**src/rtl/mul_div_pkg.sv**
```systemverilog
// Shared types for the iterative RV32M multiply/divide unit and its EX-stage neighbours.
// Op encoding follows the RV32M funct3 field, so bit 2 set means a divide-class op.
package mul_div_pkg;

  localparam int XLEN           = 32;
  localparam int MULDIV_LATENCY = XLEN + 1;

  typedef logic [XLEN-1:0] data_t;

  typedef enum logic [2:0] {
    OP_MUL    = 3'd0,
    OP_MULH   = 3'd1,
    OP_MULHSU = 3'd2,
    OP_MULHU  = 3'd3,
    OP_DIV    = 3'd4,
    OP_DIVU   = 3'd5,
    OP_REM    = 3'd6,
    OP_REMU   = 3'd7
  } mul_div_op_e;

  typedef enum logic [1:0] {
    ST_IDLE = 2'd0,
    ST_BUSY = 2'd1,
    ST_DONE = 2'd2
  } state_e;

  function automatic logic op_is_div(input mul_div_op_e op);
    return op[2];
  endfunction

endpackage

```
**src/rtl/mul_div_datapath.sv**
```systemverilog
// Radix-2 shift-add multiplier / restoring divider on unsigned magnitudes.
// hi holds product-high or partial remainder; lo holds multiplier bits or quotient bits.
module mul_div_datapath
  import mul_div_pkg::*;
#(
  parameter int DATA_WIDTH = 32,
  parameter int CW         = $clog2(DATA_WIDTH)
) (
  input  logic                  i_clock,
  input  logic                  i_reset,
  input  logic                  i_start,
  input  logic                  i_step,
  input  logic                  i_is_div,
  input  logic [DATA_WIDTH-1:0] i_a_mag,
  input  logic [DATA_WIDTH-1:0] i_b_mag,
  output logic [DATA_WIDTH-1:0] o_hi_next,
  output logic [DATA_WIDTH-1:0] o_lo_next,
  output logic [CW-1:0]         o_count
);

  logic [DATA_WIDTH-1:0] hi_q, hi_d, lo_q, lo_d, opnd_q, opnd_d;
  logic [CW-1:0]         count_q, count_d;
  logic                  div_q, div_d;
  logic [DATA_WIDTH:0]   sum, shifted;
  logic [DATA_WIDTH+1:0] diff;

  always_comb begin
    hi_d    = hi_q;
    lo_d    = lo_q;
    opnd_d  = opnd_q;
    count_d = count_q;
    div_d   = div_q;
    sum     = {1'b0, hi_q} + {1'b0, opnd_q};
    shifted = {hi_q, lo_q[DATA_WIDTH-1]};
    // one extra bit so a shifted remainder >= 2^W cannot be mistaken for a borrow
    diff    = {1'b0, shifted} - {2'b00, opnd_q};
    if (i_start) begin
      hi_d    = '0;
      lo_d    = i_is_div ? i_a_mag : i_b_mag;
      opnd_d  = i_is_div ? i_b_mag : i_a_mag;
      count_d = '0;
      div_d   = i_is_div;
    end else if (i_step) begin
      count_d = count_q + CW'(1);
      if (div_q) begin
        if (!diff[DATA_WIDTH+1]) begin
          hi_d = diff[DATA_WIDTH-1:0];
          lo_d = {lo_q[DATA_WIDTH-2:0], 1'b1};
        end else begin
          hi_d = shifted[DATA_WIDTH-1:0];
          lo_d = {lo_q[DATA_WIDTH-2:0], 1'b0};
        end
      end else if (lo_q[0]) begin
        {hi_d, lo_d} = {sum, lo_q[DATA_WIDTH-1:1]};
      end else begin
        {hi_d, lo_d} = {1'b0, hi_q, lo_q[DATA_WIDTH-1:1]};
      end
    end
  end

  always_ff @(posedge i_clock or posedge i_reset) begin
    if (i_reset) begin
      hi_q    <= '0;
      lo_q    <= '0;
      opnd_q  <= '0;
      count_q <= '0;
      div_q   <= 1'b0;
    end else begin
      hi_q    <= hi_d;
      lo_q    <= lo_d;
      opnd_q  <= opnd_d;
      count_q <= count_d;
      div_q   <= div_d;
    end
  end

  assign o_hi_next = hi_d;
  assign o_lo_next = lo_d;
  assign o_count   = count_q;

endmodule

```
**src/rtl/mul_div_unit.sv**
```systemverilog
// Iterative multiply/divide unit: handshake FSM, sign handling and special cases around
// an unsigned shift/add/subtract core. Result is registered and held until consumed.
module mul_div_unit
  import mul_div_pkg::*;
#(
  parameter int DATA_WIDTH = 32,
  parameter bit FAST_ZERO  = 1'b1
) (
  input  logic                  i_clock,
  input  logic                  i_reset,
  input  logic                  i_flush,
  input  logic                  i_valid,
  output logic                  o_ready,
  input  mul_div_op_e           i_op,
  input  logic [DATA_WIDTH-1:0] i_operandA,
  input  logic [DATA_WIDTH-1:0] i_operandB,
  output logic                  o_valid,
  input  logic                  i_ready,
  output logic [DATA_WIDTH-1:0] o_result
);

  localparam int CW = $clog2(DATA_WIDTH);
  localparam logic [DATA_WIDTH-1:0] MOST_NEG = {1'b1, {(DATA_WIDTH-1){1'b0}}};

  state_e                  state_q, state_d;
  mul_div_op_e             op_q, op_d;
  logic                    neg_q, neg_d, special_q, special_d;
  logic [DATA_WIDTH-1:0]   special_val_q, special_val_d, result_q, result_d;
  logic                    a_signed, b_signed, sign_a, sign_b, neg_in;
  logic                    div_zero, overflow, special_in;
  logic [DATA_WIDTH-1:0]   a_mag, b_mag, special_val_in, core_result;
  logic [2*DATA_WIDTH-1:0] prod_raw, prod_fix;
  logic                    dp_start, dp_step;
  logic [DATA_WIDTH-1:0]   dp_hi_next, dp_lo_next;
  logic [CW-1:0]           dp_count;

  // Operand decode for the request currently presented
  always_comb begin
    a_signed = 1'b1;
    b_signed = 1'b1;
    case (i_op)
      OP_MULHSU:                  b_signed = 1'b0;
      OP_MULHU, OP_DIVU, OP_REMU: begin a_signed = 1'b0; b_signed = 1'b0; end
      default:                    ;
    endcase
    sign_a     = a_signed & i_operandA[DATA_WIDTH-1];
    sign_b     = b_signed & i_operandB[DATA_WIDTH-1];
    a_mag      = sign_a ? -i_operandA : i_operandA;
    b_mag      = sign_b ? -i_operandB : i_operandB;
    neg_in     = (i_op == OP_REM || i_op == OP_REMU) ? sign_a : (sign_a ^ sign_b);
    div_zero   = op_is_div(i_op) && (i_operandB == '0);
    overflow   = (i_op == OP_DIV || i_op == OP_REM) && (i_operandA == MOST_NEG) && (i_operandB == '1);
    special_in = div_zero | overflow;
    special_val_in = '0;
    if (div_zero)
      special_val_in = (i_op == OP_DIV || i_op == OP_DIVU) ? '1 : i_operandA;
    else if (overflow)
      special_val_in = (i_op == OP_DIV) ? i_operandA : '0;
  end

  // Final result formatting uses the values the datapath is loading on its last step
  always_comb begin
    prod_raw = {dp_hi_next, dp_lo_next};
    prod_fix = neg_q ? -prod_raw : prod_raw;
    case (op_q)
      OP_MULH, OP_MULHSU, OP_MULHU: core_result = prod_fix[2*DATA_WIDTH-1:DATA_WIDTH];
      OP_DIV, OP_DIVU:              core_result = neg_q ? -dp_lo_next : dp_lo_next;
      OP_REM, OP_REMU:              core_result = neg_q ? -dp_hi_next : dp_hi_next;
      default:                      core_result = prod_fix[DATA_WIDTH-1:0];
    endcase
  end

  always_comb begin
    state_d       = state_q;
    op_d          = op_q;
    neg_d         = neg_q;
    special_d     = special_q;
    special_val_d = special_val_q;
    result_d      = result_q;
    dp_start      = 1'b0;
    dp_step       = 1'b0;
    if (i_flush) begin
      state_d = ST_IDLE;
    end else begin
      case (state_q)
        ST_IDLE: if (i_valid) begin
          op_d          = i_op;
          neg_d         = neg_in;
          special_d     = special_in;
          special_val_d = special_val_in;
          if (FAST_ZERO && special_in) begin
            state_d  = ST_DONE;
            result_d = special_val_in;
          end else begin
            state_d  = ST_BUSY;
            dp_start = 1'b1;
          end
        end
        ST_BUSY: begin
          dp_step = 1'b1;
          if (dp_count == CW'(DATA_WIDTH-1)) begin
            state_d  = ST_DONE;
            result_d = special_q ? special_val_q : core_result;
          end
        end
        ST_DONE: if (i_ready) state_d = ST_IDLE;
        default: state_d = ST_IDLE;
      endcase
    end
  end

  always_ff @(posedge i_clock or posedge i_reset) begin
    if (i_reset) begin
      state_q       <= ST_IDLE;
      op_q          <= OP_MUL;
      neg_q         <= 1'b0;
      special_q     <= 1'b0;
      special_val_q <= '0;
      result_q      <= '0;
    end else begin
      state_q       <= state_d;
      op_q          <= op_d;
      neg_q         <= neg_d;
      special_q     <= special_d;
      special_val_q <= special_val_d;
      result_q      <= result_d;
    end
  end

  mul_div_datapath #(.DATA_WIDTH(DATA_WIDTH), .CW(CW)) u_datapath (
    .i_clock   (i_clock),
    .i_reset   (i_reset),
    .i_start   (dp_start),
    .i_step    (dp_step),
    .i_is_div  (op_is_div(i_op)),
    .i_a_mag   (a_mag),
    .i_b_mag   (b_mag),
    .o_hi_next (dp_hi_next),
    .o_lo_next (dp_lo_next),
    .o_count   (dp_count)
  );

  assign o_ready  = (state_q == ST_IDLE);
  assign o_valid  = (state_q == ST_DONE);
  assign o_result = result_q;

endmodule

```
**config.mk**
```make
export PLATFORM = sky130hd
export DESIGN_NAME = mul_div_unit
export DESIGN_NICKNAME = d
export VERILOG_FILES = /design/src/rtl/mul_div_pkg.sv /design/src/rtl/mul_div_datapath.sv /design/src/rtl/mul_div_unit.sv
export SDC_FILE = /design/constraint.sdc
export NUM_CORES = 1
export LEC_CHECK = 0
export CORE_AREA = 2 2 196 198
export CTS_CLUSTER_DIAMETER = 100
export DETAILED_ROUTE_END_ITERATION = 7
export DIE_AREA = 0 0 198 200
export GPL_TIMING_DRIVEN = 0
export PLACE_DENSITY = 0.73
export SETUP_SLACK_MARGIN = 0.05
export SYNTH_ARGS = -nofsm -noshare
export SYNTH_HDL_FRONTEND = slang
export SYNTH_SLANG_ARGS = --single-unit
```
**constraint.sdc**
```tcl
create_clock -name i_clock -period 7 [get_ports i_clock]
set_input_delay 2.1 -clock i_clock [delete_from_list [all_inputs] [get_ports i_clock]]
set_output_delay 2.1 -clock i_clock [all_outputs]
set_load 0.005 [all_outputs]
```
==> results of run 1 <==
cells in the final DEF, fill, tap and decap left out, types with 59 or more instances in the layout:
| cell type | count |
|---|---|
| o21ai_0 | 264 |
| clkdlybuf4s50_1 | 75 |
| nor2_1 | 193 |
| clkbuf_1 | 127 |
| ha_1 | 71 |
| xnor2_1 | 63 |
| dfrtp_1 | 173 |
| a21oi_1 | 214 |
| nand2_1 | 292 |
| nor3_1 | 59 |
| inv_1 | 86 |
routing by layer:
metal	GRT usage, %	vias to the layer above	share of wire, %
li1	-	9630	-
met5	0	-	0.014
met1	56.41	10683	36
met3	12.89	395	12
met4	34.36	2	8.6
met2	73.00	1641	43
metrics by stage:
stage	hold slack (ns)	cell area, um^2	instances
after floorplan	0.4413	18430	2501
after global placement	0.4571	19910	3096
after detailed placement	0.4629	19980	3099
after CTS	0.4819	20970	3141
after global routing	0.5213	21290	3151
final	0.4848	21290	3152
worst paths after layout:
check	cells past startpoint	to	from
hold / removal	2	special_val_q[31]	special_val_q[31]
min in group asynchronous	2	u_datapath.opnd_q[9]	i_reset
setup reg to reg	18	o_result[21]	u_datapath.opnd_q[30]
max in group asynchronous	3	o_result[26]	i_reset
hold reg to reg	2	special_val_q[31]	special_val_q[31]
setup / recovery	12	o_result[31]	i_flush
synthesized netlist by cell type (34+ instances only):
| cell | number | area (um^2) |
|---|---|---|
| xor2_1 | 58 | 508.0 |
| o21ai_0 | 265 | 1326 |
| nand4_1 | 42 | 262.8 |
| clkbuf_1 | 138 | 518.0 |
| nand3_1 | 56 | 280.3 |
| mux2i_1 | 57 | 570.6 |
| nor2_1 | 196 | 735.7 |
| ha_1 | 71 | 888.4 |
| a31oi_1 | 36 | 225.2 |
| inv_1 | 87 | 326.6 |
| a211oi_1 | 34 | 255.2 |
| nand2_1 | 294 | 1104 |
| o211ai_1 | 56 | 420.4 |
| dfrtp_1 | 173 | 4329 |
| a21oi_1 | 215 | 1076 |
| nor4_1 | 37 | 231.5 |
| xnor2_1 | 63 | 551.8 |
| nor3_1 | 62 | 310.3 |
final cells by class:
type	count	area (um^2)	area share [%]
buffer	168	703.2	3.303
sequential	173	4329	20.33
timing repair buffer	107	1052	4.942
antenna	1	2.502	0.01175
multi-input combinational	2071	13580	63.78
tap	511	639.4	3.003
clock inverter	15	217.7	1.023
clock buffer	17	425.4	1.998
inverter	89	341.6	1.604
power groups by stage:
| stage | clock [mW] | combinational (mW) | sequential, mW |
|---|---|---|---|
| finish | 1.06 | 5.28 | 1.51 |
| detailed placement | 0 | 4.87 | 1.50 |
| CTS | 1.06 | 4.98 | 1.48 |
| global placement | 0 | 4.81 | 1.50 |
| floorplan | 0 | 3.31 | 1.38 |
| global route | 1.10 | 5.58 | 1.52 |
what timing repair did:
item,CTS,global route
resized for setup,54,57
pin swaps,9,10
setup endpoints to repair,37,32
buffers inserted,10,9
cells by family (layout without fill, tap and decap cells):
group                      Yosys count  in the layout  synth area share [%]
buffers and inverters              257            396                 5.498
xor gates and xnor gates           121            121                 5.749
and+or+nand+nor                    864            864                 23.12
other                                0              1                     0
AOI/OAI and AO/OA                  946            946                 33.40
adders and majority gates           73             73                 5.037
muxes                               67             67                 3.706
DFF                                173            173                 23.49
tightest hold or removal path, stage by stage (launching register included):
cell     delay [ns]
dfrtp_1        0.34
nand2_1        0.05
o21ai_0        0.06
state kept, by name, indices dropped and copies added, names as in the netlist:
name and cells:
neg_q 1, o_result 32, op_q 3, special_q 1, special_val_q 32, state_q 2
u_datapath.div_q 1, u_datapath.hi_q 32, u_datapath.lo_q 32, u_datapath.o_count 5, u_datapath.opnd_q 32
==> impl_metrics.py, run 1 <==
metrics = {
    "critical_path": {
        "worstSetupStartpointType": "primary input",
        "crit_path_cell_trace": "clkdlybuf4s50_1 -> nor3b_4 -> clkbuf_2 -> clkbuf_1 -> clkbuf_2 -> clkbuf_1 -> clkbuf_2 -> o221ai_1 -> o31ai_1 -> nand4_1 -> and3_1 -> o211ai_1",
        "crit_family": "buffers and inverters",
        "slowest_delay_ns": 0.75,
        "cp_max_fo": 10,
        "worst_path_most_repeated_cell": "clkbuf_2",
        "end_kind": "register",
        "worst_ep_required_time_ns": 7.43,
        "cp.arrival_ns": 7.40,
        "slowest_stage": "o31ai_1",
        "crit_type": "in2reg",
        "reg2reg_slack_ns": 0.16,
        "critPathBufInv": 6,
    },
    "sta": {
        "hold_violations": 0,
        "slew_headroom_pct": 12.82,
        "finalCriticalPeriod_ns": 6.975,
        "drv_slew": 0,
        "grt_setup_unrepaired": "no",
        "worst_pin_slew_ns": 1.296,
        "setup_ws_ns": 0.02540,
        "setup_violations": 0,
        "fmaxAchievable_ghz": 0.1434,
        "finalClockSkew_ns": 0.01656,
        "fin_setup_tns_ns": 0,
        "fin_crit_sh_pct": 99.64,
    },
    "global_route": {
        "grt_overflow": 0,
        "antenna_found_initial": 3,
        "grt_max_degree": 100,
        "grt_pass1_wl_mm": 135.8,
        "grt_pass1_vias": 20985,
        "grtUsageTotal_pct": 47.07,
    },
    "layout": {
        "post-route-util_pct": 56.93,
        "drive_above_1_share_pct": 8.144,
        "syn_to_final_growth_pct": 15.50,
        "fillers": 3575,
        "layout.nets": 2772,
    },
    "place": {
        "pre_cts_slack_ns": -2.116,
        "port_buffers": 84,
        "gp_congestion": 1.099,
        "dp_hpwl_mm": 73.16,
    },
    "synthesis": {
        "yosys_warnings": 0,
        "postSynthRegisterBits": 173,
        "synth-edff-count": 0,
        "postSynthAreaPerCell_um2": 7.370,
        "yosysSeqAreaShare_pct": 23.49,
        "synth_cell_types": 102,
        "syn_area_um2": 18430,
        "async_flop_share_pct": 100.0,
        "synth_flop_cell": "dfrtp_1",
        "syn_inst": 2501,
        "syn-num-nets": 2646,
    },
    "floorplan": {
        "num_rows": 71,
        "core_area_um2": 37400,
        "initial_core_util_pct": 49.29,
        "die_h_um": 200,
        "fp.dieW_um": 198,
        "die_area_um2": 39600,
        "io-pin-count": 106,
    },
    "route": {
        "remaining_drc_errors": 0,
        "drtIter0Drc": 2736,
        "avgViaCountPerCell": 7.091,
        "post_drt_wl_per_cell_um": 29.58,
        "drt_wl_total_mm": 93.25,
        "ant_nets": 0,
        "vias": 22351,
        "drt_pass1_iterations": 8,
    },
    "hold_path": {
        "min_path_type": "reg2reg",
    },
    "clock_network": {
        "numClockSinks": 173,
        "cts_buffer_depth": 2,
        "cts_hold_buf": 0,
        "cts_tree": "yes",
        "clock_latency_ns": 0.51,
        "cts_root_buffer": "clkbuf_16",
        "htree_levels": 4,
        "clk_pin_slew_ns": 0.08,
        "cts_buffers": 17,
    },
    "power": {
        "pwr-share-seq_pct": 19.2,
        "p_comb_share_pct": 67.3,
        "power_switching_mw": 4.451,
        "total_power_mw": 7.852,
        "sw_frac_of_total_pct": 56.68,
        "pwr-share-clk_pct": 13.5,
        "p_per_area_nw_per_um2": 368.8,
        "vdd_drop_max_mv": 0.2412,
        "leakage_nw": 8.390,
        "power.internal_mw": 3.402,
    },
    "flow_run": {
        "cap_viol_max_count": 0,
    },
    "status": {
        "status": "completed",
    },
}
No activity file was read; power rests on OpenSTA's default activity.
==> run 2: changes to the inputs <==
--- a/config.mk
+++ b/config.mk
@@ -7,6 +7,7 @@
 export LEC_CHECK = 0
 export CORE_AREA = 2 2 196 198
 export CTS_CLUSTER_DIAMETER = 100
+export CTS_CLUSTER_SIZE = 14
 export DETAILED_ROUTE_END_ITERATION = 7
 export DIE_AREA = 0 0 198 200
 export GPL_TIMING_DRIVEN = 0
==> results of run 2 <==
No change in the layout: final DEF, timing and power equal those of run 1.
==> RTL change, RTL diff (flow settings as in run 1) <==
`DATA_WIDTH` is set to 32 in 2 places; all go to 16.
--- a/src/rtl/mul_div_datapath.sv
+++ b/src/rtl/mul_div_datapath.sv
@@ -5,3 +5,3 @@
 #(
-  parameter int DATA_WIDTH = 32,
+  parameter int DATA_WIDTH = 16,
   parameter int CW         = $clog2(DATA_WIDTH)
--- a/src/rtl/mul_div_unit.sv
+++ b/src/rtl/mul_div_unit.sv
@@ -5,3 +5,3 @@
 #(
-  parameter int DATA_WIDTH = 32,
+  parameter int DATA_WIDTH = 16,
   parameter bit FAST_ZERO  = 1'b1
Ports: changed (resized i_operandA, i_operandB and o_result); port bits go from 106 to 58. No check against the original RTL was run, so the function may have changed too.
==> RTL change against run 1 <==
Sequential power shrank 49%. Combinational power is 63% lower. Routed wire length is 66% lower. Die area unchanged. Setup slack better by 110 ps. Design area decreased by 52%. Sequential cell count is 81 lower. Final cell count decreased by 46%. Global-route usage fell by 31 points. Area after synthesis decreased by 53%. Register-to-register slack better by 1600 ps. Total power shrank 59%. Critical path type unchanged. Largest cell class unchanged. Largest power group unchanged. Highest routed layer is now met4.
==> RTL change: results (changes against run 1) <==
* Status: complete, no violations (unchanged)
* Vias in the first global route at 8,698 (was 21,000)
* Wl on met1 at 13.4 mm (was 33.7 mm)
* Adder-cell share of the synthesized area at 5.97% (was 5.04%)
* CTS Buf Count at 9 (was 17)
* Grt met2 use at 26.4% (was 73.0%)
* Routed WL per cell at 18.9 um (was 29.6 um)
* DR vias/cell at 5.52 (was 7.09)
* VDD IR max at 0.153 mV (was 0.241 mV)
* Register area share after synthesis at 26.7% (was 23.5%)
* Setup WS pre-CTS at -367 ps (was -2120 ps)
* Max layer used: met4 (was met5)
* Compound-Gate Fraction of Synth Area at 29.3% (was 33.4%)
* Post-synthesis mux area share at 5.10% (was 3.71%)
* Wire length on met3 at 2.47 mm (was 11.2 mm)
* Met3 usage at 2.30% (was 12.9%)
* Global routing usage on met1 at 20.9% (was 56.4%)
* GRT Total Usage at 16.0% (was 47.1%)
* Synth top cells by count: nand2_1 (112), a21oi_1 (102), dfrtp_1 (92) (was nand2_1 (294), o21ai_0 (265), a21oi_1 (215))
* Placer Congestion at 0.938 (was 1.10)
* Tmin final at 6860 ps (was 6970 ps)
* Synth cell types at 83 (was 102)
* DR WL met2 at 14.6 mm (was 40.3 mm)
* Initial antenna violation count at 1 (was 3)
* R2R setup slack at 1730 ps (was 160 ps)
* Worst Skew at 5.83 ps (was 16.6 ps)
* Max FO, Critical Path at 10 (unchanged)
* H-tree lvl count at 3 (was 4)
* Int Pwr at 1.62 mW (was 3.40 mW)
* Worst path arrival time at 7090 ps (was 7400 ps)
* Pin count of the biggest net entering global routing at 71 (was 100)
* Share of cells above drive strength 1 at 5.79% (was 8.14%)
* Detailed Place HPWL at 24.6 mm (was 73.2 mm)
* Syn Nets at 1,185 (was 2,646)
* Area share of xor/xnor cells in the synthesized design at 6.18% (was 5.75%)
* Skew-Pair Late Insertion Delay at 360 ps (was 510 ps)
* Fillers at 4,056 (was 3,575)
* Dominant synthesized flop cell: dfrtp_1 (unchanged)
* Port bufs at 47 (was 84)
* Ranking of synthesized cells by area: dfrtp_1 (27%), a21oi_1 (5.9%), ha_1 (5.5%), nand2_1 (4.9%), o21ai_0 (4.8%) (was dfrtp_1 (23%), o21ai_0 (7.2%), nand2_1 (6.0%), a21oi_1 (5.8%), ha_1 (4.8%))
* Leakage at 4.17 nW (was 8.39 nW)
==> RTL change: cell types whose count changed after synthesis, sizes merged, moves of 32 or more <==
cell,change
o21ai,-190
nand2,-183
nor2,-118
a21oi,-114
clkbuf,-88
dfrtp,-81
o211ai,-39
nor4,-36
inv,-34
ha,-33
nand3,-32
==> RTL change: cells by family (layout without fill, tap and decap cells) <==
family,Yosys count,in the layout
AO/OA/AOI/OAI,386,386
AND/OR/NAND/NOR,364,364
buffers and inverters,119,189
flip-flops,92,92
XOR/XNOR,61,61
multiplexers,43,43
adder cells (fa/ha/maj),40,40
other,0,1
==> RTL change: cell type report <==
cell class / instances / area share [%]
Sequential cell: 92 / 22.8
Inverter: 57 / 2.14
Buffer: 62 / 2.44
Antenna cell: 1 / 0.0247
Clock inverter: 7 / 0.581
Clock buffer: 9 / 2.23
Multi-Input combinational cell: 894 / 58.2
Tap cell: 511 / 6.32
Timing Repair Buffer: 54 / 5.35
==> RTL change: stage by stage <==
step           hold WS [ps]  instances  cell area (um^2)
6_report                479       1687             10100
5_1_grt                 490       1686             10100
4_1_cts                 481       1680             10100
3_5_place_dp            465       1664              9780
3_3_place_gp            454       1663              9750
2_1_floorplan           440       1105              8640
==> RTL change: worst max-delay path, stage by stage <==
cell	delay (ps)
clkdlybuf4s50_1	470
inv_1	100
ha_1	230
or4b_4	520
nor2_4	190
nand4_4	190
and2_1	190
buf_2	180
a311o_1	410
or3_4	430
or4_4	530
or3_1	340
buf_2	180
a32o_1	260
or2_0	240
a221oi_2	340
o211ai_1	160
==> RTL change: repair_timing <==
item	CTS	global route
pin swaps	0	2
setup buffers	0	6
gates resized for setup	2	2
endpoints found under the setup margin	2	5
==> RTL change: path summary, 6_finish.rpt <==
check,startpoint,end,depth (start not counted)
worst min-delay path,special_val_q[7]$_DFFE_PP0P_,special_val_q[7]$_DFFE_PP0P_,2
worst max-delay path,i_operandA[1],o_result[5]$_DFFE_PP0P_,17
worst min register to register,special_val_q[7]$_DFFE_PP0P_,special_val_q[7]$_DFFE_PP0P_,2
worst max register to register,u_datapath.opnd_q[12]$_DFFE_PP0N_,o_result[13]$_DFFE_PP0P_,14
min in group asynchronous,i_reset,u_datapath.hi_q[9]$_DFF_PP0_,2
max in group asynchronous,i_reset,op_q[1]$_DFFE_PP0P_,3
==> RTL change: power by group through the flow <==
stage	combinational, mW	clock, mW	sequential, mW
3_3_place_gp	1.86	0	0.773
3_5_place_dp	1.90	0	0.776
4_1_cts	1.92	0.495	0.765
6_report	1.97	0.487	0.772
2_1_floorplan	1.43	0	0.724
5_1_grt	2.15	0.520	0.780
